==> config.mk <==
export PLATFORM = sky130hd
export DESIGN_NAME = data_memory_hs
export DESIGN_NICKNAME = d
export VERILOG_FILES = /design/src/rtl/data_memory_hs.sv
export SDC_FILE = /design/constraint.sdc
export NUM_CORES = 1
export LEC_CHECK = 0
export BUFFER_PORTS_ARGS = -buffer_cell sky130_fd_sc_hd__buf_4
export CORE_MARGIN = 2
export CORE_UTILIZATION = 67
export CTS_CLUSTER_SIZE = 16
export DETAILED_ROUTE_END_ITERATION = 16
export PLACE_DENSITY = 0.85
export SLEW_MARGIN = 5
export SYNTH_ARGS = -nofsm -noshare
export SYNTH_HDL_FRONTEND = slang
export SYNTH_SLANG_ARGS = --single-unit
==> constraint.sdc <==
create_clock -name clk_i -period 4.2 [get_ports clk_i]
set_input_delay 0.84 -clock clk_i [delete_from_list [all_inputs] [get_ports clk_i]]
set_output_delay 0.84 -clock clk_i [all_outputs]
set_load 0.05 [all_outputs]
==> src/rtl/data_memory_hs.sv <==
// data_memory_hs: single-port word memory behind a req/ready, rvalid handshake with WAIT_CYCLES wait states.
// Defining DMEM_MISALIGN_CHK_EN flags misaligned accesses on err_o and suppresses their effect.
module data_memory_hs #(
   parameter int DATA_W      = 32,
   parameter int DEPTH       = 32,
   parameter int ADDR_W      = 32,
   parameter int WAIT_CYCLES = 0
) (
   input  logic                clk_i,
   input  logic                rst_n_i,
   input  logic                req_i,
   input  logic                we_i,
   input  logic [DATA_W/8-1:0] be_i,
   input  logic [ADDR_W-1:0]   addr_i,
   input  logic [DATA_W-1:0]   wdata_i,
   output logic                ready_o,
   output logic                rvalid_o,
   output logic [DATA_W-1:0]   rdata_o,
   output logic                err_o
);
   localparam int NB    = DATA_W / 8;
   localparam int OFF_W = $clog2(NB);
   localparam int IDX_W = $clog2(DEPTH);
   localparam bit DIRECT = (WAIT_CYCLES == 0);

   localparam logic [1:0] S_IDLE = 2'd0;
   localparam logic [1:0] S_WAIT = 2'd1;
   localparam logic [1:0] S_RESP = 2'd2;

   logic [1:0]        r_state;
   logic [3:0]        r_wcnt;
   logic              r_err;
   logic              r_we;
   logic              r_mis;
   logic [NB-1:0]     r_be;
   logic [IDX_W-1:0]  r_idx;
   logic [DATA_W-1:0] r_wdata;
   logic [DATA_W-1:0] r_mem [DEPTH];

   logic              w_accept;
   logic              w_enter_resp;
   logic              w_mis_i;
   logic [IDX_W-1:0]  w_idx_i;
   logic              w_op_we;
   logic              w_op_mis;
   logic [NB-1:0]     w_op_be;
   logic [IDX_W-1:0]  w_op_idx;
   logic [DATA_W-1:0] w_op_wdata;
   logic              w_unused_addr;

   assign ready_o  = (r_state != S_WAIT);
   assign rvalid_o = (r_state == S_RESP);
   assign err_o    = rvalid_o & r_err;

   // Gated by reset so a request held during reset cannot touch the array.
   assign w_accept = rst_n_i & req_i & ready_o;
   assign w_idx_i  = IDX_W'(addr_i >> OFF_W);

`ifdef DMEM_MISALIGN_CHK_EN
   assign w_mis_i = |(addr_i & ADDR_W'(NB - 1));
`else
   assign w_mis_i = 1'b0;
`endif
   assign w_unused_addr = ^addr_i;

   // With no wait states the access completes on its acceptance edge, so live inputs are used.
   assign w_op_we      = DIRECT ? we_i    : r_we;
   assign w_op_mis     = DIRECT ? w_mis_i : r_mis;
   assign w_op_be      = DIRECT ? be_i    : r_be;
   assign w_op_idx     = DIRECT ? w_idx_i : r_idx;
   assign w_op_wdata   = DIRECT ? wdata_i : r_wdata;
   assign w_enter_resp = DIRECT ? w_accept : ((r_state == S_WAIT) && (r_wcnt == '0));

   always_ff @(posedge clk_i or negedge rst_n_i) begin
      if (!rst_n_i) begin
         r_state <= S_IDLE;
         r_wcnt  <= '0;
         r_err   <= 1'b0;
         rdata_o <= '0;
      end else begin
         if (w_accept) begin
            if (DIRECT) begin
               r_state <= S_RESP;
            end else begin
               r_state <= S_WAIT;
               r_wcnt  <= 4'(WAIT_CYCLES - 1);
            end
         end else if (r_state == S_WAIT) begin
            if (r_wcnt == '0) r_state <= S_RESP;
            else              r_wcnt  <= r_wcnt - 4'd1;
         end else begin
            r_state <= S_IDLE;
         end
         if (w_enter_resp) begin
            r_err <= w_op_mis;
            if (!w_op_we && !w_op_mis) rdata_o <= r_mem[w_op_idx];
         end
      end
   end

   always_ff @(posedge clk_i) begin
      if (w_accept) begin
         r_we    <= we_i;
         r_mis   <= w_mis_i;
         r_be    <= be_i;
         r_idx   <= w_idx_i;
         r_wdata <= wdata_i;
      end
   end

   always_ff @(posedge clk_i) begin
      if (w_enter_resp && w_op_we && !w_op_mis) begin
         for (int unsigned b = 0; b < NB; b++) begin
            if (w_op_be[b]) r_mem[w_op_idx][8*b +: 8] <= w_op_wdata[8*b +: 8];
         end
      end
   end
endmodule

==> metrics.txt, run 1 <==
CP required around 4.5 ns; Psw between 0.004 and 0.005 W; DR pass1 iterations 6; CP arrival between 3 and 4 ns; Core ar. 60500 µm²; placed cells approximately 3000; top cells by count, synth edfxtp_1, mux2i_1, nor2_1; maximum number of pins on one net before global-route repair 79; Detail Route Antenna Nets 0; I/O pin total 107; NumNets Final about 2300; Final Cell Area around 46000 µm²; Hold WC Path Type input port to async pin; drt wl/cell ~33 µm; Post-Synth Adder-Cell Area 0%; Relative slew margins between 20 and 30%; Post-synth EDFFs roughly 1000; Setup Skew 0.0195 ns; gr busiest metal met2; synthesized area per cell slightly below 20 µm²; Sw Share a little over a fifth; Clock Pin Slew Worst Setup and Hold Paths 0.06 ns; # port buffers 77; CTS Sinks about 1100; main combinational cell family by area after synthesis multiplexers; syn_nets roughly 2200; Simple-Gate Fraction of Synth Area 3.69%; Netlist cell types 55; most frequent cell after synthesis edfxtp_1; CP Cell Sequence buf_4, buf_4, nand2_1, nor2_1; vias in the first global route roughly 22000; Layout Cells excl Fill around 3100; HPWL after DPL about 62 mm; cts hold-fix bufs 0; Final setup viols 0; CP Buf/Inv Count 2; Die X-Extent 252 µm; Synth area leaders edfxtp_1, mux4_2, mux2i_1; Tcrit/Tclk final between 60% and 70%; Async S/R FF share, synth 3.12%; Pint 0.0171 W; critical path class input port to flop; routability cong. roughly 0.84; max-slew violation count 0; drt drc 0; # diodes 0; vias per cell 7.19; initial antenna violation count 2; Main synth FF type edfxtp_1; worst slew pin tran 1.06 ns; leading area contributor after synthesis edfxtp_1; first-pass GRT wire length about 150 mm; most used cell, CP buf_4; Setup crit end kind flop; share of the synthesized area in the top cell type 74.9%; Vias approximately 23000; RR Startpoint r_mem[17][10]; drt initial violations 3628; Final Power approximately 0.022 W; multiplexer share of the synthesized area between 10% and 20%; R2R Setup Slk 2.11 ns; CTS Buf Count 100; total number of yosys warnings 0; CP max stage delay 0.88 ns; Synth Area in XOR/XNOR 0%; gr usage total approximately a third; Worst path top cell family by delay simple AND/OR/NAND/NOR gates; startpoint types input port; post-CTS sizing 0; met2 global-route usage a little over half; area grow syn2layout 11.8%; met3 GRT Util 7.89%; postcts setup bufs 0; Multi-input gate area roughly 8700 µm²; CP max stage cell nor2_1; synthesized flop and latch total ~1100; fillers approximately 3000; Clk Latency, worst-skew pair approximately 0.67 ns; Post-Syn Instances 2106; worst-case clock buffer depth 3; sequential share of power about 54%; worst r2r path cells 5; worst reg2reg path endpoint rdata_o[10]; Final Hold Viols 0; Logic pwr share 6.2%; TNS Setup 0 ns; VDD IR max 0.324 mV; Pwr Density 476 nW/µm²; Post-Place Cell Area about 43000 µm²; Mapped Area a little over 40000 µm²; drt total wl roughly 100 mm; register area about 32000 µm²; Starting Density slightly below 70%; RSZ-0062 raised after global routing false; Die Y 252 µm; GRT overflow 0; CTS tree built; met1 GRT Util about 46%; H-tree depth 3; share of layout cells above drive strength 1 about a fifth; max_cap viols 0; std cell rows 90; Leak roughly 15 nW; Seq/Total Area, Yosys about three quarters; CP max FO 25; Die Footprint 63300 µm²; outcome finished, final reports clean; Root Driver clkbuf_16; Period minus WS final between 2 and 3 ns; Fmax achieved approximately 0.34 GHz; Clk pwr share 40.2%; worst hold slack 0.0576 ns; Synth Area in Compound Gates between 3 and 4%
[cells in the final DEF (no fill, tap or decap), types with 5 or more instances in the layout]
| cell | Yosys | routed |
|---|---|---|
| o22ai_1 | 50 | 50 |
| clkbuf_16 | 0 | 103 |
| a211oi_1 | 18 | 18 |
| o32a_1 | 7 | 7 |
| dfrtp_1 | 33 | 33 |
| or4_1 | 6 | 6 |
| nand2b_1 | 11 | 11 |
| clkbuf_1 | 23 | 29 |
| mux4_2 | 150 | 150 |
| a41oi_1 | 14 | 14 |
| clkinv_1 | 0 | 17 |
| edfxtp_1 | 1024 | 1024 |
| and2_1 | 8 | 8 |
| clkinv_2 | 0 | 20 |
| nor2b_1 | 18 | 17 |
| mux2_2 | 5 | 5 |
| buf_12 | 0 | 6 |
| o21ai_0 | 45 | 45 |
| bufinv_16 | 0 | 7 |
| clkbuf_8 | 0 | 5 |
| o221ai_1 | 11 | 11 |
| mux2i_1 | 227 | 227 |
| a21oi_1 | 24 | 24 |
| nor4_1 | 11 | 11 |
| nor2_1 | 185 | 185 |
| nor3_1 | 10 | 9 |
| buf_4 | 33 | 178 |
| a221oi_1 | 18 | 18 |
| a22oi_1 | 16 | 16 |
| nand2_1 | 56 | 56 |
[power groups by stage]
stage	sequential [W]	combinational [W]	clock, W
finish	0.0117	0.00135	0.00880
detailed placement	0.0119	0.00132	0
global route	0.0117	0.00140	0.00918
CTS	0.0117	0.00134	0.00880
floorplan	0.0121	0.000572	0
global placement	0.0119	0.00127	0
[per-stage QoR]
step	util (%)	setup WS, ns
floorplan	-	1.44
global placement	70.7	0.761
detailed placement	70.7	0.648
CTS	76.0	1.30
global route	76.0	1.24
finish	76.0	1.27
[flip-flops by register name, indices dropped and copies added, names as in the netlist]
name / flops
r_mem: 1024
r_state: 1
rdata_o: 32
[layout make-up]
class,count,area share (%)
Clock inverter,48,0.883
Tap cell,782,2.13
Sequential cell,1057,68.7
Clock buffer,137,6.00
Timing Repair Buffer,186,3.24
Inverter,1,0.00817
Multi-Input combinational cell,930,19.0
[logic make-up after synthesis]
kind of cell / count (synthesis)
mux: 382
other cells: 2
flops: 1057
simple gates: 327
compound gates: 219
buf+inv: 119
[per-layer routing]
layer	vias to the layer above	share of wire, %
met2	1941	48
met4	2	5.0
li1	8889	-
met1	11432	34
met5	-	0.013
met3	335	13
[worst max-delay path by stage]
stage          startpoint       endpoint  slack [ns]  cells after the start
2_1_floorplan   addr_i[3]  r_mem[10][24]        1.44                      7
3_3_place_gp    addr_i[5]   r_mem[7][14]        0.76                      5
3_5_place_dp    addr_i[4]   r_mem[7][21]        0.65                      5
4_1_cts         addr_i[5]   r_mem[7][16]        1.30                      5
5_1_grt         addr_i[2]    rdata_o[10]        1.24                      6
6_report        addr_i[6]  r_mem[18][25]        1.27                      4
[worst reg2reg max path, delay by kind of cell (launching register included)]
family	cells	cell delay, ns
AO/OA/AOI/OAI	3	0.72
flip-flops	1	0.37
multiplexers	1	0.17
AND/OR/NAND/NOR	1	0.70
Note: power is estimated with default switching activity, not from simulation.
==> inputs of run 2 (changes only) <==
CORE_UTILIZATION = 62   (was 67)
PLACE_DENSITY = 0.79   (was 0.85)
clock period = 2.7 ns   (was 4.2 ns; I/O delays follow)
==> run 2 against run 1 <==
First-iteration DRC count decreased by 10%. Flip-flop and latch count is the same. Sequential power rose by 56%. Utilization is 3.8 points lower. Combinational power grew 61%. Critical path type unchanged. Cell count grew 7.4%. Clock power is 56% higher. Total power increased by 56%. Critical endpoint is now rdata_o[15]. Count of clock-buffer cells in the layout shrank 2.
==> metrics.txt, run 2 (synthesis results as in run 1) <==
outcome finished, final reports clean; area grow syn2layout 15.3%; CP max FO 15 (-40%); Fmax achieved 0.461 GHz; vias per cell 6.73 (-6.4%); NumNets Final 2500 (+6.5%); CTS Buf Count 100 (unchanged); M1 WL 37.3 mm (+4.4%); std cell rows 94 (+4.4%); Setup crit end kind flop; Post-Place Cell Area 44200 µm² (+3.3%); Clock Pin Slew Worst Setup and Hold Paths 0.06 ns (about the same); worst slew pin tran 0.872 ns (-0.190 ns); max-slew violation count 0 (unchanged); Die Footprint 68300 µm² (+7.9%); Starting Density 62.6% (-5.3 points); post-CTS sizing 0 (unchanged); share of layout cells above drive strength 1 25.8% (+5.0 points); Final setup viols 0 (unchanged); Layout Cells excl Fill 3375 (+7.4%); routed length on met3 11.6 mm (-12%); drt total wl 103 mm (-0.99%); Die Y 261 µm (+3.9%); postcts setup bufs 0 (unchanged); critical path class input port to flop; Root Driver clkbuf_16; CP arrival 2.68 ns (-0.53 ns); HPWL after DPL 65.9 mm (+6.3%); drt drc 0 (unchanged); RSZ-0062 raised after global routing false; CTS tree built; Relative slew margins 41.9% (+13 points); Leak 16.0 nW (+5.7%); max_cap viols 0 (unchanged); Vias 22721 (+0.54%); Largest register FFs 1024 (unchanged); H-tree depth 3 (unchanged); maximum number of pins on one net before global-route repair 41 (-48%); DR pass1 iterations 7 (+1); Detail Route Antenna Nets 0 (unchanged); I/O pin total 107 (unchanged); most frequent cells in the layout edfxtp_1, buf_4, mux2i_1; drt initial violations 3248 (-10%); commonest non-fill, non-tap cell in the layout edfxtp_1; routability cong. 0.857 (+2.2%); drt wl/cell 30.7 µm (-7.9%); Die X-Extent 261 µm (+3.9%); vias in the first global route 22702 (+1.1%); worst hold slack 0.111 ns (+0.0538 ns); Hold WC Path Type input port to async pin; Setup Skew 0.0231 ns (+0.00357 ns); # port buffers 77 (unchanged); Reg with most FFs r_mem; top flop regs r_mem (1024), rdata_o (32), r_state (1); placed cells 3190 (+7.9%); Max Used Layer met5; CP required 3.21 ns (-1.26 ns); Final Hold Viols 0 (unchanged); VDD IR max 0.538 mV (+66%); pre-CTS setup slack -0.0596 ns (-0.708 ns); Pwr Density 720 nW/µm² (+51%); worst-case clock buffer depth 3 (unchanged); cts hold-fix bufs 0 (unchanged); Final Cell Area 47400 µm² (+3.1%); GRT overflow 0 (unchanged); Final Util 72.2% (-3.8 points); startpoint types input port; initial antenna violation count 2 (unchanged); final worst slack 0.531 ns (-0.735 ns); Period minus WS final between 2 and 2.5 ns; DR WL met2 50.0 mm (-0.75%); Clk Latency, worst-skew pair 0.66 ns (about the same); gr usage total 30.8% (-3.0 points); CTS Sinks 1057 (unchanged); Core ar. 65600 µm² (+8.5%); Tcrit/Tclk final roughly 80%; first-pass GRT wire length 150 mm (-1.3%)
## run 2: per-layer routing
layer,GRT usage (%),vias to the layer above
met3,6.49,278
met4,13.2,6
met1,42.2,11682
met5,0,-
met2,48.8,1557
li1,-,9198
## run 2: metrics by stage
stage,total power (W),setup TNS [ns]
final,0.0341,0
after global routing,0.0349,0
after CTS,0.0342,0
after detailed placement,0.0207,-0.0877
after global placement,0.0206,-0.00977
after floorplan,0.0198,0
## run 2: report_power, final
group          internal [W]  leakage (nW)  switching, W
logic              0.000737          4.83       0.00144
clock network       0.00794          1.58       0.00578
registers            0.0181          9.57      0.000106
## run 2: area by class of cell
cell class / instances / area (µm²)
Fill cell: 3784 / 18300
Clock inverter: 49 / 464
Antenna cell: 1 / 2.50
Multi-Input combinational cell: 930 / 8720
Timing Repair Buffer: 338 / 2780
Inverter: 1 / 3.75
Tap cell: 864 / 1080
Sequential cell: 1057 / 31600
Clock buffer: 135 / 2740
## run 2: path summary, 6_finish.rpt
kind,slack [ns],endpoint,start,cells past startpoint
worst max-delay path,0.53,rdata_o[15],addr_i[6],8
worst min register to register,0.51,rdata_o[0],rdata_o[0],1
worst min-delay path,0.11,rdata_o[2],rst_n_i,2
min in group clk_i,0.31,r_mem[26][20],wdata_i[20],1
max in group asynchronous,2.11,rdata_o[31],rst_n_i,2
worst max register to register,0.55,rdata_o[15],r_mem[19][15],6
## run 2: critical path: stages
cell and delay (ns):
buf_4 0.26, buf_4 0.22, mux2i_1 0.25, o22ai_1 0.11, or4_1 0.59, a211oi_1 0.46, buf_4 0.19, a21oi_1 0.06
